<file path="src/rtl/fdiv_sign_exp_round_if.sv">
// Operand/result bundle of the single-precision divide wrapper.
// master = operation issuer, slave = fdiv_sign_exp_round.
interface fdiv_sign_exp_round_if;
    logic        in_valid;
    logic [31:0] a;
    logic [31:0] b;
    logic        result_valid;
    logic [31:0] result;
    logic        flag_ovf;
    logic        flag_unf;
    logic        flag_dz;
    logic        flag_inv;
    logic        align_err;

    modport master (
        output in_valid, a, b,
        input  result_valid, result, flag_ovf, flag_unf, flag_dz, flag_inv, align_err
    );

    modport slave (
        input  in_valid, a, b,
        output result_valid, result, flag_ovf, flag_unf, flag_dz, flag_inv, align_err
    );
endinterface

</file>
<file path="src/rtl/fdiv_sign_exp_round.sv">
// IEEE-754 single divide wrapper around an external MANT_LAT-deep mantissa divider.
// Sign, exponent and special-case info ride a matching delay line; the back end normalises, rounds and packs.
module fdiv_sign_exp_round #(
    parameter int          MANT_LAT = 10,
    parameter logic [31:0] QNAN     = 32'h7FC0_0000
) (
    input  logic                   clk,
    input  logic                   rst_n,
    fdiv_sign_exp_round_if.slave   bus,
    output logic                   mant_in_valid,
    output logic [23:0]            mant_dividend,
    output logic [23:0]            mant_divisor,
    input  logic [25:0]            mant_quotient,
    input  logic                   mant_out_valid
);
    localparam int LAST = MANT_LAT - 1;

    typedef enum logic [1:0] {
        SP_NONE = 2'd0,
        SP_QNAN = 2'd1,
        SP_INF  = 2'd2,
        SP_ZERO = 2'd3
    } spec_e;

    typedef struct packed {
        logic [31:0] res;
        logic        ovf;
        logic        unf;
    } pack_t;

    // Round-half-up on the guard bit; bit 24 of the result is the carry-out.
    function automatic logic [24:0] round_half_up(input logic [23:0] m, input logic g);
        return {1'b0, m} + {24'd0, g};
    endfunction

    // Saturate the biased exponent into inf / flushed zero, otherwise pack normally.
    function automatic pack_t saturate_pack(input logic s, input logic signed [9:0] e,
                                            input logic [22:0] frac);
        pack_t p;
        p.ovf = 1'b0;
        p.unf = 1'b0;
        if (e >= 10'sd255) begin
            p.res = {s, 8'hFF, 23'd0};
            p.ovf = 1'b1;
        end else if (e <= 10'sd0) begin
            p.res = {s, 31'd0};
            p.unf = 1'b1;
        end else begin
            p.res = {s, e[7:0], frac};
        end
        return p;
    endfunction

    // ---- stage p0: unpack and classify operands
    logic [7:0]         ea, eb;
    logic               a_zero, a_inf, a_nan;
    logic               b_zero, b_inf, b_nan;
    logic               sign_p0;
    logic signed [9:0]  e_p0;
    spec_e              spec_p0;
    logic               inv_p0, dz_p0;

    assign mant_in_valid = bus.in_valid;
    assign mant_dividend = {1'b1, bus.a[22:0]};
    assign mant_divisor  = {1'b1, bus.b[22:0]};

    assign ea     = bus.a[30:23];
    assign eb     = bus.b[30:23];
    assign a_zero = (ea == 8'h00);
    assign b_zero = (eb == 8'h00);
    assign a_inf  = (ea == 8'hFF) && (bus.a[22:0] == 23'd0);
    assign b_inf  = (eb == 8'hFF) && (bus.b[22:0] == 23'd0);
    assign a_nan  = (ea == 8'hFF) && (bus.a[22:0] != 23'd0);
    assign b_nan  = (eb == 8'hFF) && (bus.b[22:0] != 23'd0);

    assign sign_p0 = bus.a[31] ^ bus.b[31];
    assign e_p0    = signed'({2'b00, ea}) - signed'({2'b00, eb}) + 10'sd127;

    always_comb begin
        spec_p0 = SP_NONE;
        inv_p0  = 1'b0;
        dz_p0   = 1'b0;
        if (a_nan || b_nan || (a_zero && b_zero) || (a_inf && b_inf)) begin
            spec_p0 = SP_QNAN;
            inv_p0  = 1'b1;
        end else if (b_zero && !a_inf) begin
            spec_p0 = SP_INF;
            dz_p0   = 1'b1;
        end else if (a_inf) begin
            spec_p0 = SP_INF;
        end else if (a_zero || b_inf) begin
            spec_p0 = SP_ZERO;
        end
    end

    // ---- side-path delay line, same depth as the mantissa divider
    logic               side_vld_p  [MANT_LAT];
    logic               side_sign_p [MANT_LAT];
    logic signed [9:0]  side_e_p    [MANT_LAT];
    spec_e              side_spec_p [MANT_LAT];
    logic               side_inv_p  [MANT_LAT];
    logic               side_dz_p   [MANT_LAT];

    always_ff @(posedge clk or negedge rst_n) begin
        if (!rst_n) begin
            for (int i = 0; i < MANT_LAT; i++) begin
                side_vld_p[i]  <= 1'b0;
                side_sign_p[i] <= 1'b0;
                side_e_p[i]    <= 10'sd0;
                side_spec_p[i] <= SP_NONE;
                side_inv_p[i]  <= 1'b0;
                side_dz_p[i]   <= 1'b0;
            end
        end else begin
            side_vld_p[0]  <= bus.in_valid;
            side_sign_p[0] <= sign_p0;
            side_e_p[0]    <= e_p0;
            side_spec_p[0] <= spec_p0;
            side_inv_p[0]  <= inv_p0;
            side_dz_p[0]   <= dz_p0;
            for (int i = 1; i < MANT_LAT; i++) begin
                side_vld_p[i]  <= side_vld_p[i-1];
                side_sign_p[i] <= side_sign_p[i-1];
                side_e_p[i]    <= side_e_p[i-1];
                side_spec_p[i] <= side_spec_p[i-1];
                side_inv_p[i]  <= side_inv_p[i-1];
                side_dz_p[i]   <= side_dz_p[i-1];
            end
        end
    end

    // ---- back end: normalise, round, range-check, special override
    logic               q_hi;
    logic [23:0]        m_n;
    logic               g_n;
    logic signed [9:0]  e_n;
    logic [24:0]        m_r;
    logic [22:0]        frac_fin;
    logic signed [9:0]  e_fin;
    pack_t              pk;
    logic [31:0]        res_d;
    logic               ovf_d, unf_d;

    always_comb begin
        q_hi = mant_quotient[25];
        m_n  = q_hi ? mant_quotient[25:2] : mant_quotient[24:1];
        g_n  = q_hi ? mant_quotient[1]    : mant_quotient[0];
        e_n  = q_hi ? side_e_p[LAST]      : side_e_p[LAST] - 10'sd1;
        m_r  = round_half_up(m_n, g_n);
        if (m_r[24]) begin
            frac_fin = 23'd0;
            e_fin    = e_n + 10'sd1;
        end else begin
            frac_fin = m_r[22:0];
            e_fin    = e_n;
        end
        pk = saturate_pack(side_sign_p[LAST], e_fin, frac_fin);
    end

    always_comb begin
        res_d = pk.res;
        ovf_d = pk.ovf;
        unf_d = pk.unf;
        case (side_spec_p[LAST])
            SP_QNAN: begin
                res_d = QNAN;
                ovf_d = 1'b0;
                unf_d = 1'b0;
            end
            SP_INF: begin
                res_d = {side_sign_p[LAST], 8'hFF, 23'd0};
                ovf_d = 1'b0;
                unf_d = 1'b0;
            end
            SP_ZERO: begin
                res_d = {side_sign_p[LAST], 31'd0};
                ovf_d = 1'b0;
                unf_d = 1'b0;
            end
            default: ;
        endcase
    end

    // ---- output register; result/flags hold between valid results
    always_ff @(posedge clk or negedge rst_n) begin
        if (!rst_n) begin
            bus.result_valid <= 1'b0;
            bus.result       <= 32'd0;
            bus.flag_ovf     <= 1'b0;
            bus.flag_unf     <= 1'b0;
            bus.flag_dz      <= 1'b0;
            bus.flag_inv     <= 1'b0;
            bus.align_err    <= 1'b0;
        end else begin
            bus.result_valid <= side_vld_p[LAST];
            if (side_vld_p[LAST]) begin
                bus.result   <= res_d;
                bus.flag_ovf <= ovf_d;
                bus.flag_unf <= unf_d;
                bus.flag_dz  <= side_dz_p[LAST];
                bus.flag_inv <= side_inv_p[LAST];
            end
            if (side_vld_p[LAST] != mant_out_valid) begin
                bus.align_err <= 1'b1;
            end
        end
    end
endmodule

</file>
<file path="src/flat_wrapper.sv">
// flat-port wrapper written by rule: the top's interface ports become plain ports
module fdiv_sign_exp_round_flat 
#(
    parameter int          MANT_LAT = 10,
    parameter logic [31:0] QNAN     = 32'h7FC0_0000
)
  (clk, rst_n, mant_in_valid, mant_dividend, mant_divisor, mant_quotient, mant_out_valid, bus_in_valid, bus_a, bus_b, bus_result_valid, bus_result, bus_flag_ovf, bus_flag_unf, bus_flag_dz, bus_flag_inv, bus_align_err);
  fdiv_sign_exp_round_if bus_i ();
  input  logic clk;
  input  logic rst_n;
  output logic mant_in_valid;
  output logic [23:0] mant_dividend;
  output logic [23:0] mant_divisor;
  input  logic [25:0] mant_quotient;
  input  logic mant_out_valid;
  input wire logic [$bits(bus_i.in_valid)-1:0] bus_in_valid;
  input wire logic [$bits(bus_i.a)-1:0] bus_a;
  input wire logic [$bits(bus_i.b)-1:0] bus_b;
  output wire logic [$bits(bus_i.result_valid)-1:0] bus_result_valid;
  output wire logic [$bits(bus_i.result)-1:0] bus_result;
  output wire logic [$bits(bus_i.flag_ovf)-1:0] bus_flag_ovf;
  output wire logic [$bits(bus_i.flag_unf)-1:0] bus_flag_unf;
  output wire logic [$bits(bus_i.flag_dz)-1:0] bus_flag_dz;
  output wire logic [$bits(bus_i.flag_inv)-1:0] bus_flag_inv;
  output wire logic [$bits(bus_i.align_err)-1:0] bus_align_err;
  assign bus_i.in_valid = bus_in_valid;
  assign bus_i.a = bus_a;
  assign bus_i.b = bus_b;
  assign bus_result_valid = bus_i.result_valid;
  assign bus_result = bus_i.result;
  assign bus_flag_ovf = bus_i.flag_ovf;
  assign bus_flag_unf = bus_i.flag_unf;
  assign bus_flag_dz = bus_i.flag_dz;
  assign bus_flag_inv = bus_i.flag_inv;
  assign bus_align_err = bus_i.align_err;
  fdiv_sign_exp_round #(.MANT_LAT(MANT_LAT), .QNAN(QNAN)) u_core (.clk(clk), .rst_n(rst_n), .bus(bus_i), .mant_in_valid(mant_in_valid), .mant_dividend(mant_dividend), .mant_divisor(mant_divisor), .mant_quotient(mant_quotient), .mant_out_valid(mant_out_valid));
endmodule
</file>
<file path="config.mk">
export PLATFORM = sky130hd
export DESIGN_NAME = fdiv_sign_exp_round_flat
export DESIGN_NICKNAME = d
export VERILOG_FILES = /design/src/rtl/fdiv_sign_exp_round_if.sv /design/src/rtl/fdiv_sign_exp_round.sv /design/src/flat_wrapper.sv
export SDC_FILE = /design/constraint.sdc
export NUM_CORES = 1
export LEC_CHECK = 0
export ABC_AREA = 1
export BUFFER_PORTS_ARGS = -buffer_cell sky130_fd_sc_hd__buf_2
export CAP_MARGIN = 0
export CORE_UTILIZATION = 30
export CTS_CLUSTER_SIZE = 20
export DETAILED_ROUTE_END_ITERATION = 6
export PLACE_DENSITY_LB_ADDON = 0.1
export SYNTH_ARGS = -nofsm -noshare
export SYNTH_HDL_FRONTEND = slang
export SYNTH_SLANG_ARGS = --single-unit
export TNS_END_PERCENT = 100
</file>
<file path="constraint.sdc">
create_clock -name clk -period 7.4 [get_ports clk]
set_clock_uncertainty 0.1 [all_clocks]
set_input_delay 1.11 -clock clk [delete_from_list [all_inputs] [get_ports clk]]
set_output_delay 1.11 -clock clk [all_outputs]
set_load 0.03 [all_outputs]
</file>
==> results, run 1 <==
- The flow ran to the end, and the final reports show no timing, DRC or antenna violations.
- The critical hold path startpoint is u_core.side_vld_p[4].
- The via count normalized by instance count is 4.17.
- The global-route wire length before repair is 29300 microns.
- Compared with the post-synthesis result, the final layout area differs by 17.2%.
- For the pin with the worst max-slew slack, the measured transition is 0.972 ns.
- The worst pin sits at a relative slew slack of 0.352.
- In this run the vertical extent of the chip is 173 microns.
- The number of buffers created by CTS is 17.
- Of the cells placed in the final design, the portion with a size suffix greater than 1 is 0.267.
- The ratio of final minimum period to clock period is 0.658.
- The delay of the slowest cell on the worst path is 0.73 ns.
- The number of gates resized after CTS was 0.
- In the layout the commonest cells are sky130_fd_sc_hd__nand2_1, sky130_fd_sc_hd__dfrtp_1, sky130_fd_sc_hd__buf_2.
- Of all nets on the critical path, the largest fanout is 53.
- The total core area is 28700 sq um.
- The worst flop-to-flop path endpoint is u_core.bus.result[14].
- The sum of overflow across all layers after global routing is 0.
- The routed design has 17200 microns of wire.
- Walking the worst path, the cells encountered are buf_2, inv_4, o21ai_0, ha_1, ha_1, nand2_1, nor2_1, nand3_2, nor3_2, nand3_1, nor2_1, nand2_1, nand2_1, nand2_2, nor2_4, nand3_2, o21ai_0.
- The deepest clock path buffer count is 2.
- For this run, the leading register cell type out of synthesis is sky130_fd_sc_hd__dfrtp_1.
- The post-CTS setup buffer count is 0.
- The path with the worst hold slack has its endpoint at u_core.side_vld_p[3].
- The floorplan step defined a die boundary enclosing 29900 sq um.
- The wire-length estimate of the detail-placed layout is 12900 microns.
- The slack of the worst reg-to-reg path is 3.95 ns.
- The path depth of the worst reg2reg path is 15.
- Setup total negative slack on the finished layout was measured at 0 ns.
- The endpoint kind of the worst setup timing path is a register.
- Counting instances, the worst hold path has a depth of 0.
- Yosys attributes the largest share of cell area to sky130_fd_sc_hd__dfrtp_1, sky130_fd_sc_hd__nand2_1, sky130_fd_sc_hd__buf_4.
- Counting flops with a built-in enable in the synthesized netlist gives 0.
- The overall power of the completed layout is 2.84 mW.
- Setup repair after global routing left no endpoint under its margin.
- The total routing usage reported by global routing is 0.120.
- After clock tree synthesis, the clock-pin slew on the worst setup and hold paths is 0.08 ns.
- The via count of the first global-routing pass is 5993.
- The clock net sink count is 198.
- In this run the power density over the cells is 277 nW/um^2.
- The sequential-to-total area share from yosys stat is 0.565.
- The number of hold violations in the final report is 0.
- Across the VDD grid, the largest voltage drop is 0.000155 V.
- The count of maximum capacitance violations is 0.
- The leading cell type in the layout, fill and taps excluded is sky130_fd_sc_hd__nand2_1.
- The maximum number of pins on one net before global-route repair is 81.
- The worst setup path is of the input port to register kind.
- For this block, the via count after detailed routing is 6056.
- The worst path in the final design needs a cycle of 4.87 ns, including I/O delays and setup.
- After detailed routing, the average wire length per cell comes to 11.8 microns.
- The largest area contributor in the synthesized netlist is sky130_fd_sc_hd__dfrtp_1.
- The path category of the worst min-delay check is register to register.
- The yosys synthesis warning count is 0.
- For this run, asynchronously set or reset flops after synthesis account for 1.00.
- For this run, the post-layout net count is 1167.
- The initialized floorplan defines 62 standard-cell rows.
- Synthesis produced a netlist whose cell count is 918.
- The repair_antennas step left the layout with diodes totalling 0.
- The number of setup violations in the final report is 0.
- TritonCTS built the clock tree.
- The starting DRC count in detailed routing is 302.
- The most frequent cell on the critical path is sky130_fd_sc_hd__nand2_1.
- The number of I/O pins is 181.
- The residual antenna-violating net count after detailed routing is 0.
- Of the post-synthesis cell area, the dominant cell type holds 0.565.
- The clock latency on the worst-skew pair is 0.43 ns.
- The initial utilization of the core area, before any placement, comes to 0.305.
- The startpoint type of the worst setup path is an input port.
- The static leakage is 5.35 nW.
- A synthesized cell averages 9.55 sq um.
- The slowest stage of the critical path is the sky130_fd_sc_hd__buf_2 cell.
- The cts-stage hold buffer count is 0.
- The placer congestion estimate is 0.786.
- The synthesized netlist contains 42 unique library cells.
- The port buffer count is 178.
- The highest attainable clock frequency is 205 MHz.
- The number of levels in the clock H-tree is 4.
- The die span in x is 173 microns.
- The initial antenna violation count came to 0.
- The synthesized flop and latch total is 198.
- The total standard cell area after synthesis is 8770 sq um.
- The buffer type at the clock tree root is sky130_fd_sc_hd__clkbuf_16.
- The critical path data required time is 7.63 ns.
- Before antenna repair, the detailed router went through 5 iterations.
- The number of max-slew violations in the final report came to 0.
- In the routed design, unresolved DRC markers number 0.
- The startpoint identified for the worst register-to-register timing path is u_core.side_e_p[0].
- At the worst endpoint, the arrival time is 5.09 ns.
-- synthesized netlist by cell type, types with 10 or more instances --
cell and number:
sky130_fd_sc_hd__nand2_1 271, sky130_fd_sc_hd__dfrtp_1 198, sky130_fd_sc_hd__inv_1 86, sky130_fd_sc_hd__nor2_1 53, sky130_fd_sc_hd__buf_4 50, sky130_fd_sc_hd__nand3_1 34
sky130_fd_sc_hd__o21ai_2 23, sky130_fd_sc_hd__xor2_1 21, sky130_fd_sc_hd__ha_1 18, sky130_fd_sc_hd__o21ai_0 18, sky130_fd_sc_hd__nor4_1 17, sky130_fd_sc_hd__nand4_1 15
sky130_fd_sc_hd__a21oi_1 12, sky130_fd_sc_hd__nor2_2 12, sky130_fd_sc_hd__buf_6 11, sky130_fd_sc_hd__inv_2 11, sky130_fd_sc_hd__nand2_2 10, sky130_fd_sc_hd__xnor2_1 10
-- area by class of cell --
type,instances,area [sq um]
clock buffer,18,439
clock inverter,14,180
fill,2977,18400
inverter,99,374
multi-input combinational,557,2930
sequential,198,4950
tap,384,480
timing repair buffer,181,922
-- registers in the layout, summed over array words and instances, names as in the netlist --
name	flops
u_core.side_inv_p	10
u_core.side_vld_p	10
u_core.bus.flag_ovf	1
u_core.bus.flag_dz	1
u_core.side_sign_p	10
u_core.bus.result	32
u_core.side_dz_p	10
u_core.side_spec_p	20
u_core.bus.flag_unf	1
u_core.bus.result_valid	1
u_core.bus.align_err	1
u_core.bus.flag_inv	1
u_core.side_e_p	100
-- power breakdown --
part | internal, mW | switching (mW)
Sequential | 1.27 | 0.0655
Clock | 0.498 | 0.454
Combinational | 0.167 | 0.389
-- how the worst max path moves through the flow --
stage	slack, ns	cells past startpoint	from	to
after floorplan	3.71	23	mant_quotient[25]	u_core.bus.result[28]
after global placement	2.13	17	mant_quotient[25]	u_core.bus.result[14]
after detailed placement	2.04	17	mant_quotient[25]	u_core.bus.result[14]
after CTS	2.49	17	mant_quotient[25]	u_core.bus.result[14]
after global routing	1.91	17	mant_quotient[25]	u_core.bus.result[18]
final	2.53	17	mant_quotient[25]	u_core.bus.result[14]
-- critical path: cells and delay by family --
kind            cells  cell delay (ns)
buf+inv             2             1.05
fa+ha+maj           2             0.45
compound gates      2             0.63
simple gates       11             1.82
-- per-layer routing --
layer | track usage | vias to the layer above | share of wire
met5 | 0 | - | 0
met4 | 0.0291 | 0 | 0.012
met3 | 0.0246 | 20 | 0.041
met2 | 0.206 | 137 | 0.49
met1 | 0.154 | 2789 | 0.46
li1 | - | 3110 | -
-- cell families after synthesis --
logic type               synth area share
AND/OR/NAND/NOR                     0.223
flip-flops                          0.565
buffers and inverters               0.101
AO/OA/AOI/OAI                      0.0514
XOR/XNOR                           0.0310
adder cells (fa/ha/maj)            0.0280
other                            0.000428
-- metrics by stage --
step / setup WS (ns) / utilization / hold WS, ns / cell area, sq um / cells
floorplan: 3.71 / - / 0.231 / 8770 / 919
global placement: 2.13 / 0.337 / 0.231 / 9660 / 1419
detailed placement: 2.04 / 0.337 / 0.235 / 9660 / 1419
CTS: 2.49 / 0.358 / 0.241 / 10300 / 1451
global route: 1.91 / 0.358 / 0.244 / 10300 / 1451
finish: 2.53 / 0.358 / 0.240 / 10300 / 1451
Note: power is estimated with default switching activity, not from simulation.
==> run 2: changes to the inputs <==
Clock period 7.4 ns to 5 ns, I/O delays scaled along.
==> run 2 against run 1 <==
Final cell count unchanged; via count shrank 0.28%; die area unchanged; cell area up 0.22%; critical path type unchanged.
==> results, run 2 (synthesis results as in run 1) <==
- The largest registers in the layout are u_core.side_e_p: 100 flops, u_core.bus.result: 32 flops, u_core.side_spec_p: 20 flops.
- The total buffers and inverters traversed by the critical path is 2.
- The core utilization of the finished layout is 0.359.
- The run finished with clean final reports.
- The total routing usage reported by global routing is 0.119.
- The detailed router finished its first iteration with 272 violations.
- The vertical die dimension is 173 microns.
- The die span in x is 173 microns.
- The most critical setup path has its startpoint at mant_quotient[25].
- The ratio of final minimum period to clock period is 0.727.
- The ratio of cells with drive above 1 in the final layout is 0.267.
- In this run the critical register-to-register path is launched from u_core.side_e_p[0].
- The critical path in this run is classified as input port to register.
- The die area is 29900 sq um.
- The most frequent cell on the critical path is sky130_fd_sc_hd__nand2_1.
- Wires add up to 17000 microns.
- The total power divided by cell area is 409 nW/um^2.
- In this run, post-CTS hold repair placed 0 buffers.
- Clock tree synthesis found a total of 198 sinks.
- The initial utilization of the core area, before any placement, comes to 0.305.
- The critical path arrival is 3.86 ns.
- The transition time at the pin with the least slew margin is 0.707 ns.
- In the layout the commonest cells are sky130_fd_sc_hd__nand2_1, sky130_fd_sc_hd__dfrtp_1, sky130_fd_sc_hd__buf_2.
- The via count of the first global-routing pass is 5945.
- The clock latency on the worst-skew pair is 0.42 ns.
- The placer congestion estimate is 0.811.
- Buffers added to address setup during post-CTS repair amount to 0.
- The number of I/O pins is 181.
- The routed via count is 6039.
- In this run the static leakage power is 5.36 nW.
- The final critical path time including I/O delays and setup is 3.64 ns.
- The number of levels in the clock H-tree is 4.
- The global-route wire length before repair is 29000 microns.
- Ranked by flip-flop count, first place goes to u_core.side_e_p.
- STA classifies the critical path startpoint as an input port.
- Headroom to the max-slew limit came out at 0.529.
- The flip-flop count of the largest register, all copies and words added is 100.
- The first detailed-routing pass ran for 4 iterations.
- Setup repair after global routing left no endpoint under its margin.
- The residual antenna-violating net count after detailed routing is 0.
- The path category of the worst min-delay check is input port to asynchronous set/reset pin.
- The critical path data required time is 5.22 ns.
- In the routed design, unresolved DRC markers number 0.
- After the last flow step, the layout net total stands at 1167.
- The highest ir drop seen on vdd is 0.000238 V.
- The CTS tree is yes.
- The initial antenna violation count is 0.
- The floorplan row count is 62.
- For this run, the top clock speed supported by timing is 275 MHz.
- Using the TritonRoute via totals, the vias-per-cell ratio works out to 4.16.
- The antenna diode instance count is 0.
- The total negative slack for setup checks is 0 ns.
- The largest single stage delay on the critical path is 0.55 ns.
- The buffer type at the clock tree root is sky130_fd_sc_hd__clkbuf_16.
- The average wire per standard cell is 11.7 microns.
- Compared with the post-synthesis result, the final layout area differs by 17.5%.
- Setup violations remaining at the end of the flow were counted as 0.
- The count of maximum capacitance violations is 0.
- After global routing the overflow that remains totals 0.
- The number of max-slew violations in the final report is 0.
- The number of hold violations in the final report is 0.
- The total core area is 28700 sq um.
- The number of gates resized after CTS was 0.
- The number of clock buffers added by TritonCTS is 17.
- The signal on the critical path passes through buf_2, inv_4, nand2_1, o21ai_0, ha_1, ha_1, nand3_2, nor2_8, nand3_2, nand2_1, nand2_1, nand2_1, nor2_1, nand3_1, nor2_2, nor2_4, nand3_2, o21ai_0.
- The overall power of the completed layout is 4.22 mW.
- The library cell contributing the largest single delay on the critical path is sky130_fd_sc_hd__nand3_2.
- Along the worst path, the maximum fanout reaches 34.
- Buffers placed on the I/O ports in this run total 178.
- Grouping stages by cell kind, the critical path spends the most delay in simple AND/OR/NAND/NOR gates.
- Leaving out fill and tap cells, the most frequent cell in the layout is sky130_fd_sc_hd__nand2_1.
- The deepest clock path buffer count is 2.
- Detailed placement finished with a half-perimeter wire length of 12600 microns.
- After clock tree synthesis, the clock-pin slew on the worst setup and hold paths is 0.08 ns.
- The worst setup path is captured at a register.
- Entering global routing, the biggest net connects 114 pins.
run 2: cell count changes in the layout (fill, tap and decap cells not counted):
cell and change:
sky130_fd_sc_hd__buf_4 -1, sky130_fd_sc_hd__clkinv_4 +3, sky130_fd_sc_hd__clkinvlp_4 -1, sky130_fd_sc_hd__bufinv_16 +1, sky130_fd_sc_hd__inv_8 -5, sky130_fd_sc_hd__inv_6 +2
sky130_fd_sc_hd__buf_12 +1
run 2: power by group:
group          leakage, nW  switching (mW)  internal (mW)
logic                 2.60           0.576          0.248
registers             2.45          0.0948           1.88
clock network        0.306           0.642          0.776
run 2: worst paths after layout:
| check | to | slack (ns) | cells past startpoint |
|---|---|---|---|
| setup / recovery | u_core.bus.result[14] | 1.36 | 18 |
| hold / removal | u_core.bus.result[9] | 0.23 | 1 |
| setup reg to reg | u_core.bus.result[14] | 1.62 | 18 |
| hold reg to reg | u_core.side_e_p[30] | 0.25 | 0 |
| max in group asynchronous | u_core.side_e_p[58] | 3.54 | 2 |
| min in group clk | u_core.side_e_p[30] | 0.25 | 0 |
run 2: final cells by class:
type | instances | area [sq um]
Tap cell | 384 | 480
Fill cell | 2986 | 18400
Clock inverter | 14 | 190
Sequential cell | 198 | 4950
Clock buffer | 18 | 439
Timing Repair Buffer | 181 | 935
Multi-Input combinational cell | 557 | 2930
Inverter | 99 | 374
run 2: per-layer routing:
layer | up-vias | share of wire | GRT usage
met5 | - | 0 | 0
met4 | 0 | 0.014 | 0.0313
met3 | 12 | 0.039 | 0.0266
met2 | 140 | 0.49 | 0.203
met1 | 2785 | 0.46 | 0.151
li1 | 3102 | - | -
run 2: through the flow:
| step | hold WS, ns | instance area [sq um] | instances | setup slack, ns |
|---|---|---|---|---|
| 4_1_cts | 0.248 | 10300 | 1451 | 1.31 |
| 6_report | 0.227 | 10300 | 1451 | 1.36 |
| 3_3_place_gp | 0.231 | 9670 | 1419 | 0.923 |
| 3_5_place_dp | 0.235 | 9670 | 1419 | 0.858 |
| 2_1_floorplan | 0.231 | 8770 | 919 | 1.67 |
| 5_1_grt | 0.246 | 10300 | 1451 | 0.894 |
==> run 3: changes to the inputs <==
Clock period 5 ns to 3.3 ns, I/O delays scaled along.
==> run 3 against run 2 <==
Wire length increased by 1.1%; cell area increased by 1.1%; register-to-register slack got worse by 1.2 ns; final cell count increased by 0.90%; count of clock-buffer cells in the layout unchanged; via count increased by 1.7%; sequential power increased by 52%.
==> results, run 3 (synthesis results as in run 1) <==
- The run finished with clean final reports.
- The cell count after placement is 1432.
- For this run, the number of standard cells in the final layout without fillers is 1464.
- Headroom to the max-slew limit came out at 0.540.
- The number of antenna diodes in the final layout is 0.
- The later pin in the worst-skew pair is clocked with a latency of 0.42 ns.
- The starting density of the core is 0.305.
- The H-tree was split into 4 levels.
- The most frequent cell on the critical path is sky130_fd_sc_hd__nand2_1.
- The endpoint kind of the worst setup timing path is a register.
- The transition time at the pin with the least slew margin is 0.690 ns.
- The register with the most flip-flops in the layout has 100 of them.
- The leading cell type in the layout, fill and taps excluded is sky130_fd_sc_hd__nand2_1.
- The routed layout has 6142 vias.
- The final wirelength is 17200 microns.
- The clock net sink count is 198.
- The ratio of final minimum period to clock period is 0.869.
- Once the clock tree was built, the setup fixing pass inserted 0 buffers.
- In the final layout, the share of cells above drive strength 1 is 0.275.
- The critical path data required time is 3.50 ns.
- On the final layout, the worst hold slack is 0.00537 ns.
- The die area is 29900 sq um.
- At the end of routability-driven placement, the weighted congestion stood at 0.846.
- Counting the fill cells in the layout gives 2998.
- The total power divided by cell area is 607 nW/um^2.
- The first TritonRoute pass finished after 5 iterations.
- Counting along the longest clock path gives a buffer depth of 2.
- Data on the critical path arrives at its endpoint at 3.07 ns.
- The post-route worst setup slack is 0.432 ns.
- Registers take 4950 sq um.
- The detailed placement HPWL is 12800 microns.
- The initialized floorplan defines 62 standard-cell rows.
- Across the VDD grid, the largest voltage drop is 0.000316 V.
- Post-CTS repair changed the size of 0 cells.
- Dividing the detail-routed wire length by the instance count gives 11.8 microns.
- The number of hold violations in the final report was 0.
- The number of hold buffers added after CTS was 0.
- Setup repair after global routing left no endpoint under its margin.
- For this run the aggregate overflow at the end of global routing stands at 0.
- The tool flagged a number of max-cap violations equal to 0.
- The slowest stage of the critical path is the sky130_fd_sc_hd__dfrtp_1 cell.
- The count of buffers added on input and output ports is 178.
- Setup violations remaining at the end of the flow were counted as 0.
- The total core area is 28700 sq um.
- The residual antenna-violating net count after detailed routing is 0.
- In the layout the commonest cells are sky130_fd_sc_hd__nand2_1, sky130_fd_sc_hd__dfrtp_1, sky130_fd_sc_hd__buf_2.
- Based on the critical path, the design can be clocked at up to 349 MHz.
- The tree is rooted in a sky130_fd_sc_hd__clkbuf_16.
- The CTS tree is yes.
- Relative to the synthesized area, the layout overhead comes to 18.7%.
- Along the worst path, the maximum fanout reaches 21.
- The largest registers in the layout are u_core.side_e_p: 100 flops, u_core.bus.result: 32 flops, u_core.side_spec_p: 20 flops.
- The count of nets after finishing is 1180.
- The first global-routing pass estimated 29300 microns of wire.
- In the global route stage, overall resource usage came out at 0.120.
- The placement-stage worst setup slack is 0.115 ns.
- The number of buffers created by CTS is 17.
- The worst setup path is of the register to register kind.
- The worst path in the final design needs a cycle of 2.87 ns, including I/O delays and setup.
- The path depth of the worst reg2reg path is 16.
- The area occupied by multi-input gates is 2930 sq um.
- The vertical die dimension is 173 microns.
- The starting DRC count in detailed routing is 313.
- The static leakage is 5.42 nW.
- More flip-flops sit in one register than any other, and that register is u_core.side_e_p.
- The via count of the first global-routing pass is 6008.
- The via count normalized by instance count is 4.20.
- The path category of the worst min-delay check is input port to asynchronous set/reset pin.
- The floorplan step set the die width to 173 microns.
- The total negative slack for setup checks is 0 ns.
- The delay of the slowest cell on the worst path is 0.42 ns.
- The number of I/O pins is 181.
- Clock-pin slew was measured on the worst setup and hold paths at 0.08 ns.
- The worst setup path is launched from a register.
- The number of max-slew violations in the final report was 0.
- For this run, design rule violations remaining after detail routing come to 0.
- Traced cell by cell, the critical path runs through inv_1, ha_1, o21ai_0, ha_1, nand3_1, inv_2, nand3_1, nand2_1, nand2_1, a21oi_2, nand2_1, nor2_2, nor2_4, nand3_2, buf_12, o21ai_0.
- Entering global routing, the biggest net connects 85 pins.
- The initial antenna violation count was 0.
[run 3: final timing paths]
kind | from | to | slack, ns
setup / recovery | u_core.side_e_p[0] | u_core.bus.result[14] | 0.43
hold / removal | rst_n | u_core.bus.result[9] | 0.005
setup reg to reg | u_core.side_e_p[0] | u_core.bus.result[14] | 0.43
hold reg to reg | u_core.side_e_p[14] | u_core.side_e_p[4] | 0.24
max in group asynchronous | rst_n | u_core.side_e_p[29] | 2.33
min in group clk | bus_in_valid | u_core.side_vld_p[9] | 0.09
[run 3: where the power goes]
part | switching, mW | internal, mW
Combinational | 0.882 | 0.404
Sequential | 0.147 | 2.85
Clock | 0.965 | 1.08
Total | 1.99 | 4.33
[run 3: layout make-up]
cell class,instances,share of cell area
inverter,99,0.0359
clock buffer,18,0.0412
tap,384,0.0461
timing repair buffer,194,0.104
multi-input combinational,557,0.281
sequential,198,0.476
clock inverter,14,0.0155
[run 3: critical path, delay by kind of cell (launching register included)]
| kind | cells | cell delay (ns) |
|---|---|---|
| fa+ha+maj | 2 | 0.58 |
| flops | 1 | 0.42 |
| buf+inv | 3 | 0.36 |
| compound gates | 3 | 0.51 |
| simple gates | 8 | 0.76 |
[run 3: per-stage QoR]
step,utilization,power (mW),area (sq um)
floorplan,-,3.94,8770
global placement,0.342,4.34,9820
detailed placement,0.342,4.35,9820
CTS,0.363,6.45,10400
global route,0.363,6.72,10400
finish,0.363,6.32,10400
[run 3: metal layers]
layer / track usage / wire length [microns] / up-vias
met5: 0 / 0 / -
met4: 0.0221 / 114 / 0
met3: 0.0303 / 685 / 11
met2: 0.210 / 8670 / 142
met1: 0.150 / 7750 / 2868
li1: - / - / 3121
